File: config.mk
export PLATFORM = sky130hd
export DESIGN_NAME = spi_slave_regfile_flat
export DESIGN_NICKNAME = d
export VERILOG_FILES = /design/src/rtl/spi_slave_regfile_if.sv /design/src/rtl/spi_slave_regfile.sv /design/src/flat_wrapper.sv
export SDC_FILE = /design/constraint.sdc
export NUM_CORES = 1
export LEC_CHECK = 0
export CORE_MARGIN = 5
export CORE_UTILIZATION = 35
export CTS_BUF_LIST = sky130_fd_sc_hd__clkbuf_4
export DETAILED_ROUTE_END_ITERATION = 10
export SETUP_SLACK_MARGIN = 0.4
export SLEW_MARGIN = 15
export SYNTH_ARGS = -nofsm -noshare
export SYNTH_HDL_FRONTEND = slang
export SYNTH_SLANG_ARGS = --single-unit
File: constraint.sdc
create_clock -name clk -period 2.9 [get_ports clk]
set_clock_uncertainty 0.1 [all_clocks]
set_input_delay 0.58 -clock clk [delete_from_list [all_inputs] [get_ports clk]]
set_output_delay 0.58 -clock clk [all_outputs]
set_load 0.02 [all_outputs]
File: src/rtl/spi_slave_regfile_if.sv
// spi_slave_regfile_if: SPI pins plus local write-commit and frame-done strobes
interface spi_slave_regfile_if #(
    parameter int ADDR_W = 4,
    parameter int DATA_W = 32
);
    logic              sclk;
    logic              cs;
    logic              mosi;
    logic              miso;
    logic              wr_valid;
    logic [ADDR_W-1:0] wr_addr;
    logic [DATA_W-1:0] wr_data;
    logic              frame_done;

    modport master (output sclk, cs, mosi, input miso, wr_valid, wr_addr, wr_data, frame_done);
    modport slave  (input sclk, cs, mosi, output miso, wr_valid, wr_addr, wr_data, frame_done);
endinterface

File: src/rtl/spi_slave_regfile.sv
// spi_slave_regfile: oversampled SPI mode-0 slave with command-addressed burst access to a local register file
module spi_slave_regfile #(
    parameter int ADDR_W = 4,
    parameter int DATA_W = 32
) (
    input  logic clk,
    input  logic rst,
    spi_slave_regfile_if.slave bus
);
    localparam int DEPTH = 2 ** ADDR_W;
    localparam int CW = $clog2(DATA_W);

    typedef enum logic [1:0] {IDLE, CMD, DATA} state_t;

    state_t            state, state_nxt;
    logic [2:0]        sclk_q, cs_q;
    logic [1:0]        mosi_q;
    logic              rise, fall, cs_rise, cs_fall;
    logic              cmd_done, word_done, rd_fall;
    logic [CW-1:0]     cnt;
    logic [DATA_W-2:0] sh_in;
    logic [DATA_W-1:0] sh_out, word;
    logic              rw;
    logic [ADDR_W-1:0] addr, addr_inc;
    logic [DATA_W-1:0] regs [DEPTH];

    // cs chain resets low so a frame cut by reset is not re-entered until cs is seen high
    always_ff @(posedge clk) begin
        if (rst) begin
            sclk_q <= '0;
            cs_q   <= '0;
            mosi_q <= '0;
        end else begin
            sclk_q <= {sclk_q[1:0], bus.sclk};
            cs_q   <= {cs_q[1:0], bus.cs};
            mosi_q <= {mosi_q[0], bus.mosi};
        end
    end

    assign rise     = sclk_q[1] & ~sclk_q[2] & ~cs_q[1];
    assign fall     = ~sclk_q[1] & sclk_q[2] & ~cs_q[1];
    assign cs_rise  = cs_q[1] & ~cs_q[2];
    assign cs_fall  = ~cs_q[1] & cs_q[2];
    assign word     = {sh_in, mosi_q[1]};
    assign addr_inc = addr + 1'b1;

    always_ff @(posedge clk) begin
        if (rst)
            state <= IDLE;
        else
            state <= state_nxt;
    end

    always_comb begin
        state_nxt = state;
        if (cs_rise)
            state_nxt = IDLE;
        else if (state == IDLE && cs_fall)
            state_nxt = CMD;
        else if (cmd_done)
            state_nxt = DATA;
    end

    always_comb begin
        cmd_done  = state == CMD && rise && cnt == CW'(7);
        word_done = state == DATA && rise && cnt == CW'(DATA_W - 1);
        rd_fall   = state == DATA && !rw && fall;
    end

    always_ff @(posedge clk) begin
        if (rst) begin
            cnt            <= '0;
            sh_in          <= '0;
            sh_out         <= '0;
            rw             <= 1'b0;
            addr           <= '0;
            bus.miso       <= 1'b0;
            bus.wr_valid   <= 1'b0;
            bus.wr_addr    <= '0;
            bus.wr_data    <= '0;
            bus.frame_done <= 1'b0;
            for (int i = 0; i < DEPTH; i++)
                regs[i] <= '0;
        end else begin
            bus.wr_valid   <= word_done && rw;
            bus.frame_done <= cs_rise && state != IDLE;
            // cs_q[0] is next cycle's synchronized cs, so miso is already low when it goes high
            bus.miso       <= (cs_q[0] || state != DATA || rw) ? 1'b0 : rd_fall ? sh_out[DATA_W-1] : bus.miso;
            if (state == IDLE && cs_fall) begin
                cnt   <= '0;
                sh_in <= '0;
            end else if (rise && state != IDLE) begin
                cnt   <= (cmd_done || word_done) ? '0 : cnt + 1'b1;
                sh_in <= word[DATA_W-2:0];
            end
            if (cmd_done) begin
                rw     <= word[7];
                addr   <= word[ADDR_W-1:0];
                sh_out <= regs[word[ADDR_W-1:0]];
            end
            if (word_done) begin
                addr   <= addr_inc;
                sh_out <= regs[addr_inc];
                if (rw) begin
                    regs[addr]  <= word;
                    bus.wr_addr <= addr;
                    bus.wr_data <= word;
                end
            end
            if (rd_fall)
                sh_out <= {sh_out[DATA_W-2:0], 1'b0};
        end
    end
endmodule

File: src/flat_wrapper.sv
// flat-port wrapper written by rule: the top's interface ports become plain ports
module spi_slave_regfile_flat 
#(
    parameter int ADDR_W = 4,
    parameter int DATA_W = 32
)
  (clk, rst, bus_sclk, bus_cs, bus_mosi, bus_miso, bus_wr_valid, bus_wr_addr, bus_wr_data, bus_frame_done);
  spi_slave_regfile_if #(.ADDR_W(ADDR_W), .DATA_W(DATA_W)) bus_i ();
  input  logic clk;
  input  logic rst;
  input wire logic [$bits(bus_i.sclk)-1:0] bus_sclk;
  input wire logic [$bits(bus_i.cs)-1:0] bus_cs;
  input wire logic [$bits(bus_i.mosi)-1:0] bus_mosi;
  output wire logic [$bits(bus_i.miso)-1:0] bus_miso;
  output wire logic [$bits(bus_i.wr_valid)-1:0] bus_wr_valid;
  output wire logic [$bits(bus_i.wr_addr)-1:0] bus_wr_addr;
  output wire logic [$bits(bus_i.wr_data)-1:0] bus_wr_data;
  output wire logic [$bits(bus_i.frame_done)-1:0] bus_frame_done;
  assign bus_i.sclk = bus_sclk;
  assign bus_i.cs = bus_cs;
  assign bus_i.mosi = bus_mosi;
  assign bus_miso = bus_i.miso;
  assign bus_wr_valid = bus_i.wr_valid;
  assign bus_wr_addr = bus_i.wr_addr;
  assign bus_wr_data = bus_i.wr_data;
  assign bus_frame_done = bus_i.frame_done;
  spi_slave_regfile #(.ADDR_W(ADDR_W), .DATA_W(DATA_W)) u_core (.clk(clk), .rst(rst), .bus(bus_i));
endmodule
==> metrics.log, run 1 <==
INFO  metric routed_via_density = between 5 and 6
INFO  metric instances_no_fill = 3910
INFO  metric drt-initial-drc-count = between 2000 and 3000
INFO  metric worst_skew_late_latency = 1.03 ns
INFO  metric clkSlewWorstSetupHoldPaths = about 0.060 ns
INFO  metric rows = 111
INFO  metric grt_max_degree = 73
INFO  metric rsz0062_at_grt = yes
INFO  metric io_buffers = 43
INFO  metric dp_hpwl = approximately 63 mm
INFO  metric grt_pass1_vias = between 20000 and 25000
INFO  metric ctsLongestPathBuffers = 3
INFO  metric die_h = roughly 310 um
INFO  metric mappedNetlistNets = roughly 2400
INFO  metric synth-main-ff-cell = edfxtp_1
INFO  metric core = slightly above 90000 um2
INFO  metric route.antenna.remaining_nets = 0
INFO  metric syn-mean-instance-area = around 13 um2
INFO  metric drt-pass1-iter-count = 6
INFO  metric synth-seq-cells = ~630
INFO  metric final.hold.worst_slack = ~0.33 ns
INFO  metric cp.arrival = approximately 3.3 ns
INFO  metric timing.hold.worst.start = u_core.cs_q[0]
INFO  metric number_of_violations_of_the_max_capacitance_limit = 0
INFO  metric vias = 22600
INFO  metric timing.reg2reg.setup_slack = around 0.36 ns
INFO  metric yosysWarnings = 0
INFO  metric post_drt_wl_per_cell = 27.9 um
INFO  metric io_pins = 44
INFO  metric maxSlewHeadroom = 0.371
INFO  metric ys_async_sr_fraction = 0
INFO  metric yosysUniqueCellTypes = 56
INFO  metric maxClockFrequency = 0.394 GHz
INFO  metric cts_sinks = between 600 and 700
INFO  metric report.power.total = 0.0192 W
INFO  metric syn_inst = between 2000 and 2500
INFO  metric cts_made_buffers = ~170
INFO  metric drive_above_1_share = 0.301
INFO  metric power_density_of_the_placed_cells = about 500 nW/um2
INFO  metric filler_cell_count = ~8400
INFO  metric cp_data_required_time = about 3.7 ns
INFO  metric minimum_clock_period_after_layout = approximately 2.5 ns
INFO  metric finalWorstSetupSlack = 0.363 ns
INFO  metric final_common_cell = edfxtp_1
INFO  metric clockRootBuffer = clkbuf_4
INFO  metric cts-htree-levels = 4
INFO  metric mappedNetlistArea = 32200 um2
INFO  metric tritoncts = built
INFO  metric final_cell_mix = edfxtp_1 (512), and2_1 (509), clkbuf_4 (250), nand2_1 (200), mux4_2 (200)
INFO  metric report.final.slew_viol_count = 0
INFO  metric worstSetupStartpoint = u_core.addr[0]
INFO  metric area_added_between_synthesis_and_finish = 18.5%
INFO  metric seq_area_frac_synth = 0.553
INFO  metric fin_nets = between 2000 and 3000
INFO  metric max-vdd-ir-drop = between 300 and 400 uV
INFO  metric antenna_found_initial = 9
INFO  metric worstPathMaxFanout = 12
INFO  metric grt_overflow = 0
INFO  metric wl = approximately 110 mm
INFO  metric timing_hold_violations_final = 0
INFO  metric place.detailed.instances = roughly 3500
INFO  metric fin_crit_sh = 0.875
INFO  metric fp.dieW = approximately 310 um
INFO  metric cp-start-kind = register
INFO  metric worst_r2r_src = u_core.addr[0]
INFO  metric outcome = complete, no violations
INFO  metric criticalPathCategory = register to register
INFO  metric place_congestion = ~0.83
INFO  metric max_slew.worst_pin.slew = 0.943 ns
INFO  metric globalRouteTotalUtil = 0.214
INFO  metric final-setup-viol-count = 0
INFO  metric hold_crit_path_type = register to register
INFO  metric fin_tns_setup = 0 ns
INFO  metric start_util = 0.352
INFO  metric synth_enable_flop_cells = 512
INFO  metric worstSetupEndpointType = register
INFO  metric grt_first_pass_wirelength = between 150 and 200 mm
INFO  metric total_leakage_power = between 10 and 15 nW
INFO  metric detailedPlace.worstSlack = roughly 0.22 ns
INFO  metric drc = 0
INFO  metric die_area = ~98000 um2
state kept, by name (all words and copies together), names as in the netlist:
signal                 flops
u_core.regs              512
u_core.bus.wr_data        32
u_core.sh_out             32
u_core.sh_in              31
u_core.cnt                 5
u_core.addr                4
u_core.bus.wr_addr         4
u_core.cs_q                3
u_core.sclk_q              3
u_core.mosi_q              2
u_core.state               2
u_core.bus.frame_done      1
u_core.bus.miso            1
u_core.bus.wr_valid        1
u_core.rw                  1
cells in the mapped netlist, types with 6 or more instances:
cell / number / area share
a21oi_1: 99 / 0.015
a22oi_1: 39 / 0.0091
a31oi_1: 9 / 0.0017
a32oi_1: 7 / 0.0019
a41oi_1: 23 / 0.0062
and2_1: 510 / 0.099
buf_1: 11 / 0.0013
buf_2: 56 / 0.0087
buf_4: 19 / 0.0044
clkbuf_1: 156 / 0.018
clkbuf_2: 9 / 0.0014
dfxtp_1: 122 / 0.076
edfxtp_1: 512 / 0.48
ha_1: 6 / 0.0023
mux2_2: 76 / 0.027
mux2i_1: 77 / 0.024
mux4_2: 200 / 0.14
nand2_1: 201 / 0.023
nand2b_1: 35 / 0.0068
nor2_1: 44 / 0.0051
nor2b_1: 12 / 0.0023
nor3_2: 6 / 0.0019
nor3_4: 6 / 0.0030
nor4_1: 13 / 0.0025
o2111ai_1: 22 / 0.0060
o221ai_1: 6 / 0.0016
o22a_1: 21 / 0.0057
o22ai_1: 51 / 0.0099
o31ai_1: 6 / 0.0014
or2_2: 19 / 0.0037
cell type report:
class | instances | area (um2) | area share
antenna | 5 | 12.5 | 0.000328
tap | 1186 | 1480 | 0.0389
multi-input combinational | 1530 | 13500 | 0.353
clock buffer | 250 | 1880 | 0.0491
timing repair buffer | 247 | 3160 | 0.0827
clock inverter | 53 | 319 | 0.00835
sequential | 634 | 17800 | 0.467
inverter | 5 | 21.3 | 0.000557
critical path, cell delays in order, from the launching register on:
cell     delay (ns)
dfxtp_4        0.39
inv_4          0.05
ha_4           0.34
buf_4          0.22
buf_16         0.18
mux4_2         0.53
mux2i_1        0.21
nor4_1         0.08
a211o_1        0.28
per-layer routing:
layer,share of wire,global-route usage
met1,0.39,0.285
met2,0.47,0.345
met3,0.11,0.0521
met4,0.032,0.0718
met5,0.000073,0
report_power, final:
| group | leakage (nW) | switching [W] | internal (W) |
|---|---|---|---|
| combinational | 6.03 | 0.000477 | 0.000384 |
| sequential | 6.28 | 0.000157 | 0.0100 |
| clock | 1.29 | 0.00395 | 0.00416 |
| total | 13.6 | 0.00458 | 0.0146 |
path summary, 6_finish.rpt:
kind | cells after the start | to
max | 8 | u_core.sh_out[0]
min | 1 | u_core.bus.miso
max reg2reg | 8 | u_core.sh_out[0]
min reg2reg | 1 | u_core.bus.miso
through the flow:
step	utilization	area (um2)
2_1_floorplan	-	32400
3_3_place_gp	0.379	34600
3_5_place_dp	0.379	34600
4_1_cts	0.412	37700
5_1_grt	0.417	38200
6_report	0.417	38200
repair_timing:
action                     4_1_cts  5_1_grt
gates cloned                    13       11
resized for setup               81       33
setup endpoints to repair      752      267
setup buffers                   31       13
pin swaps                        9       13
hold endpoints to repair        37        0
hold buffers                     4        0
cells by family (layout without fill, tap and decap cells):
kind of cell,after synthesis,count (layout),share of synthesized area
other,0,5,0
AND/OR/NAND/NOR,873,873,0.155
buffers and inverters,261,555,0.0363
adder cells (fa/ha/maj),6,6,0.00233
multiplexers,353,353,0.190
flip-flops,634,634,0.553
XOR/XNOR,5,5,0.00182
AO/OA/AOI/OAI,293,293,0.0613
Note: power is estimated with default switching activity, not from simulation.
==> run 2, diff against run 1 <==
--- a/config.mk
+++ b/config.mk
@@ -5,7 +5,7 @@
 export SDC_FILE = /design/constraint.sdc
 export NUM_CORES = 1
 export LEC_CHECK = 0
-export CORE_MARGIN = 5
+export CAP_MARGIN = 20
 export CORE_UTILIZATION = 35
 export CTS_BUF_LIST = sky130_fd_sc_hd__clkbuf_4
 export DETAILED_ROUTE_END_ITERATION = 10
==> run 2 against run 1 <==
Net effect: fmax decreased by 0.36%; global-route usage increased by 1.6 points; first-iteration DRC count decreased by 2.8%; highest routed layer is now met4; flip-flop and latch count unchanged; worst setup slack got worse by 0.0091 ns; sequential share of layout area about the same; hold slack got worse by 0.011 ns; critical endpoint is now u_core.sh_out[10]; combinational power decreased by 2%; cell count decreased by 0.46%; critical path depth unchanged; largest cell class unchanged.
==> metrics.log, run 2 (synthesized netlist as in run 1, its figures left out) <==
INFO  metric rows = 110 (-0.90%)
INFO  metric grt_pass1_vias = 23000 (+0.18%)
INFO  metric fin_crit_sh = 0.878 (+0.00312)
INFO  metric grt_overflow = 0 (unchanged)
INFO  metric cts_made_buffers = 166 (-1.2%)
INFO  metric detailed_place.area = 34700 um2 (about the same)
INFO  metric vias = 22900 (+1.1%)
INFO  metric max_stage_delay = 0.54 ns (about the same)
INFO  metric max-vdd-ir-drop = 379 uV (+5.6%)
INFO  metric cp-start-kind = register
INFO  metric pwr-share-seq = 0.529 (-0.003)
INFO  metric top_register_by_number_of_flip_flops = u_core.regs
INFO  metric pwr-share-clk = 0.427 (+0.004)
INFO  metric drive_above_1_share = 0.303 (+0.00222)
INFO  metric filler_cell_count = 8251 (-1.2%)
INFO  metric final_cell_mix = edfxtp_1 (512), and2_1 (509), clkbuf_4 (256), mux4_2 (200), nand2_1 (199)
INFO  metric globalRouteTotalUtil = 0.229 (+0.0158)
INFO  metric outcome = complete, no violations
INFO  metric power.combinational.fraction = 0.044 (about the same)
INFO  metric largest_reg_flops = 512 (unchanged)
INFO  metric timing.critical_path.max_delay_family = multiplexers
INFO  metric drt-pass1-iter-count = 5 (-1)
INFO  metric max_slew.worst_pin.slew = 0.950 ns (+0.00676 ns)
INFO  metric post_drt_wl_per_cell = 28.7 um (+2.6%)
INFO  metric area_added_between_synthesis_and_finish = 18.3% (about the same)
INFO  metric timing.reg2reg.setup_slack = 0.35 ns (about the same)
INFO  metric timing_hold_violations_final = 0 (unchanged)
INFO  metric hold_crit_path_type = register to register
INFO  metric fin_tns_setup = 0 ns (unchanged)
INFO  metric start_util = 0.356 (+0.00374)
INFO  metric report.final.slew_viol_count = 0 (unchanged)
INFO  metric fin_nets = 2591 (-0.23%)
INFO  metric final_area = 38200 um2 (about the same)
INFO  metric cp_data_required_time = 3.69 ns (+0.03 ns)
INFO  metric combined_area_of_the_multi_input_logic_cells = 13500 um2 (about the same)
INFO  metric worstPathMaxFanout = 8 (-4)
INFO  metric power_density_of_the_placed_cells = 505 nW/um2 (+0.67%)
INFO  metric clockRootBuffer = clkbuf_4
INFO  metric maxSlewHeadroom = 0.366 (-0.00451)
INFO  metric route.antenna.remaining_nets = 0 (unchanged)
INFO  metric die_area = 93300 um2 (-5.0%)
INFO  metric grt_first_pass_wirelength = 156 mm (+0.30%)
INFO  metric leading_registers_by_flop_count = u_core.regs (512), u_core.bus.wr_data (32), u_core.sh_out (32)
INFO  metric core = 90600 um2 (-1.1%)
INFO  metric minimum_clock_period_after_layout = 2.55 ns (+0.00906 ns)
INFO  metric final_common_cell = edfxtp_1
INFO  metric ctsLongestPathBuffers = 3 (unchanged)
INFO  metric fp.dieW = 306 um (-2.6%)
INFO  metric net-switching-power = 0.00458 W (about the same)
INFO  metric cp.arrival = 3.34 ns (+0.05 ns)
INFO  metric critical_path.cell_chain = inv_4, ha_4, buf_12, buf_16, mux4_2, mux2_4, a22oi_2, a41oi_2
INFO  metric seqCellArea = 17800 um2 (unchanged)
INFO  metric place_congestion = 0.876 (+5.2%)
INFO  metric io_buffers = 43 (unchanged)
INFO  metric drt-initial-drc-count = 2712 (-2.8%)
INFO  metric rsz0062_at_grt = yes
INFO  metric finalWorstSetupSlack = 0.354 ns (-0.00906 ns)
INFO  metric worstSetupEndpointType = register
INFO  metric antenna_found_initial = 9 (unchanged)
INFO  metric routed_via_density = 5.88 (+1.5%)
INFO  metric tritoncts = built
INFO  metric total_leakage_power = 13.6 nW (about the same)
INFO  metric cell_internal_pwr = 0.0147 W (+0.79%)
INFO  metric maxClockFrequency = 0.393 GHz (-0.36%)
INFO  metric drc = 0 (unchanged)
INFO  metric dp_hpwl = 62.0 mm (-0.80%)
INFO  metric criticalPathCategory = register to register
INFO  metric clkSlewWorstSetupHoldPaths = 0.07 ns (about the same)
INFO  metric detailedPlace.worstSlack = 0.174 ns (-0.0478 ns)
INFO  metric postLayoutCoreUtil = 0.421 (+0.00406)
INFO  metric final-setup-viol-count = 0 (unchanged)
INFO  metric die_h = 306 um (-2.6%)
INFO  metric grt_max_degree = 69 (-5.5%)
INFO  metric cts_sinks = 634 (unchanged)
INFO  metric buf_inv_stages_crit_path = 3 (unchanged)
INFO  metric number_of_violations_of_the_max_capacitance_limit = 0 (unchanged)
INFO  metric power.switching_fraction = 0.237 (-0.00154)
INFO  metric io_pins = 44 (unchanged)
INFO  metric wl = 112 mm (+2.1%)
INFO  metric worst_skew_late_latency = 1.06 ns (+0.03 ns)
INFO  metric max_stage_delay_cell_worst_path = mux4_2
INFO  metric final.hold.worst_slack = 0.322 ns (-0.0108 ns)
INFO  metric cts-htree-levels = 4 (unchanged)
==> run 2: cell count changes in the layout (fill, tap and decap cells not counted), moves of 4 or more <==
| cell | delta |
|---|---|
| dlygate4sd2_1 | +7 |
| buf_8 | +4 |
| buf_4 | -4 |
| clkdlybuf4s15_1 | -4 |
| clkbuf_4 | +6 |
| clkinv_1 | -12 |
==> run 2: worst paths after layout <==
kind | from | end | depth (start not counted)
setup / recovery | u_core.addr[0] | u_core.sh_out[10] | 8
hold / removal | u_core.cs_q[0] | u_core.bus.miso | 1
setup reg to reg | u_core.addr[0] | u_core.sh_out[10] | 8
hold reg to reg | u_core.cs_q[0] | u_core.bus.miso | 1
==> run 2: routing by layer <==
layer	GRT usage	vias up	wire length, um
met5	0	-	0
met4	0.0972	0	4180
met3	0.0623	270	12400
met2	0.359	1448	51600
met1	0.299	11700	43400
li1	-	9487	-
==> run 2: layout make-up <==
class	count	share of cell area
sequential	634	0.467
multi-input combinational	1530	0.353
clock inverter	41	0.00731
tap	1176	0.0386
timing repair buffer	243	0.0819
antenna	7	0.000459
clock buffer	256	0.0504
inverter	5	0.000557
==> run 2: metrics by stage <==
stage / total power, W / instances
3_5_place_dp: 0.0111 / 3517
5_1_grt: 0.0199 / 3890
6_report: 0.0193 / 3892
3_3_place_gp: 0.0111 / 3517
2_1_floorplan: 0.0107 / 2425
4_1_cts: 0.0193 / 3850
==> run 2: timing repair <==
action	in CTS	in global routing
cloned	10	15
gates resized for setup	75	34
pin swaps	6	8
setup endpoints to repair	748	249
hold buffers	4	0
setup buffers	22	20
hold endpoints to repair	10	0
==> run 2: power by group through the flow <==
stage	sequential, W	clock, W	combinational, W
2_1_floorplan	0.0103	0	0.000417
3_3_place_gp	0.0104	0	0.000719
3_5_place_dp	0.0104	0	0.000730
4_1_cts	0.0102	0.00834	0.000794
5_1_grt	0.0102	0.00881	0.000865
6_report	0.0102	0.00823	0.000844
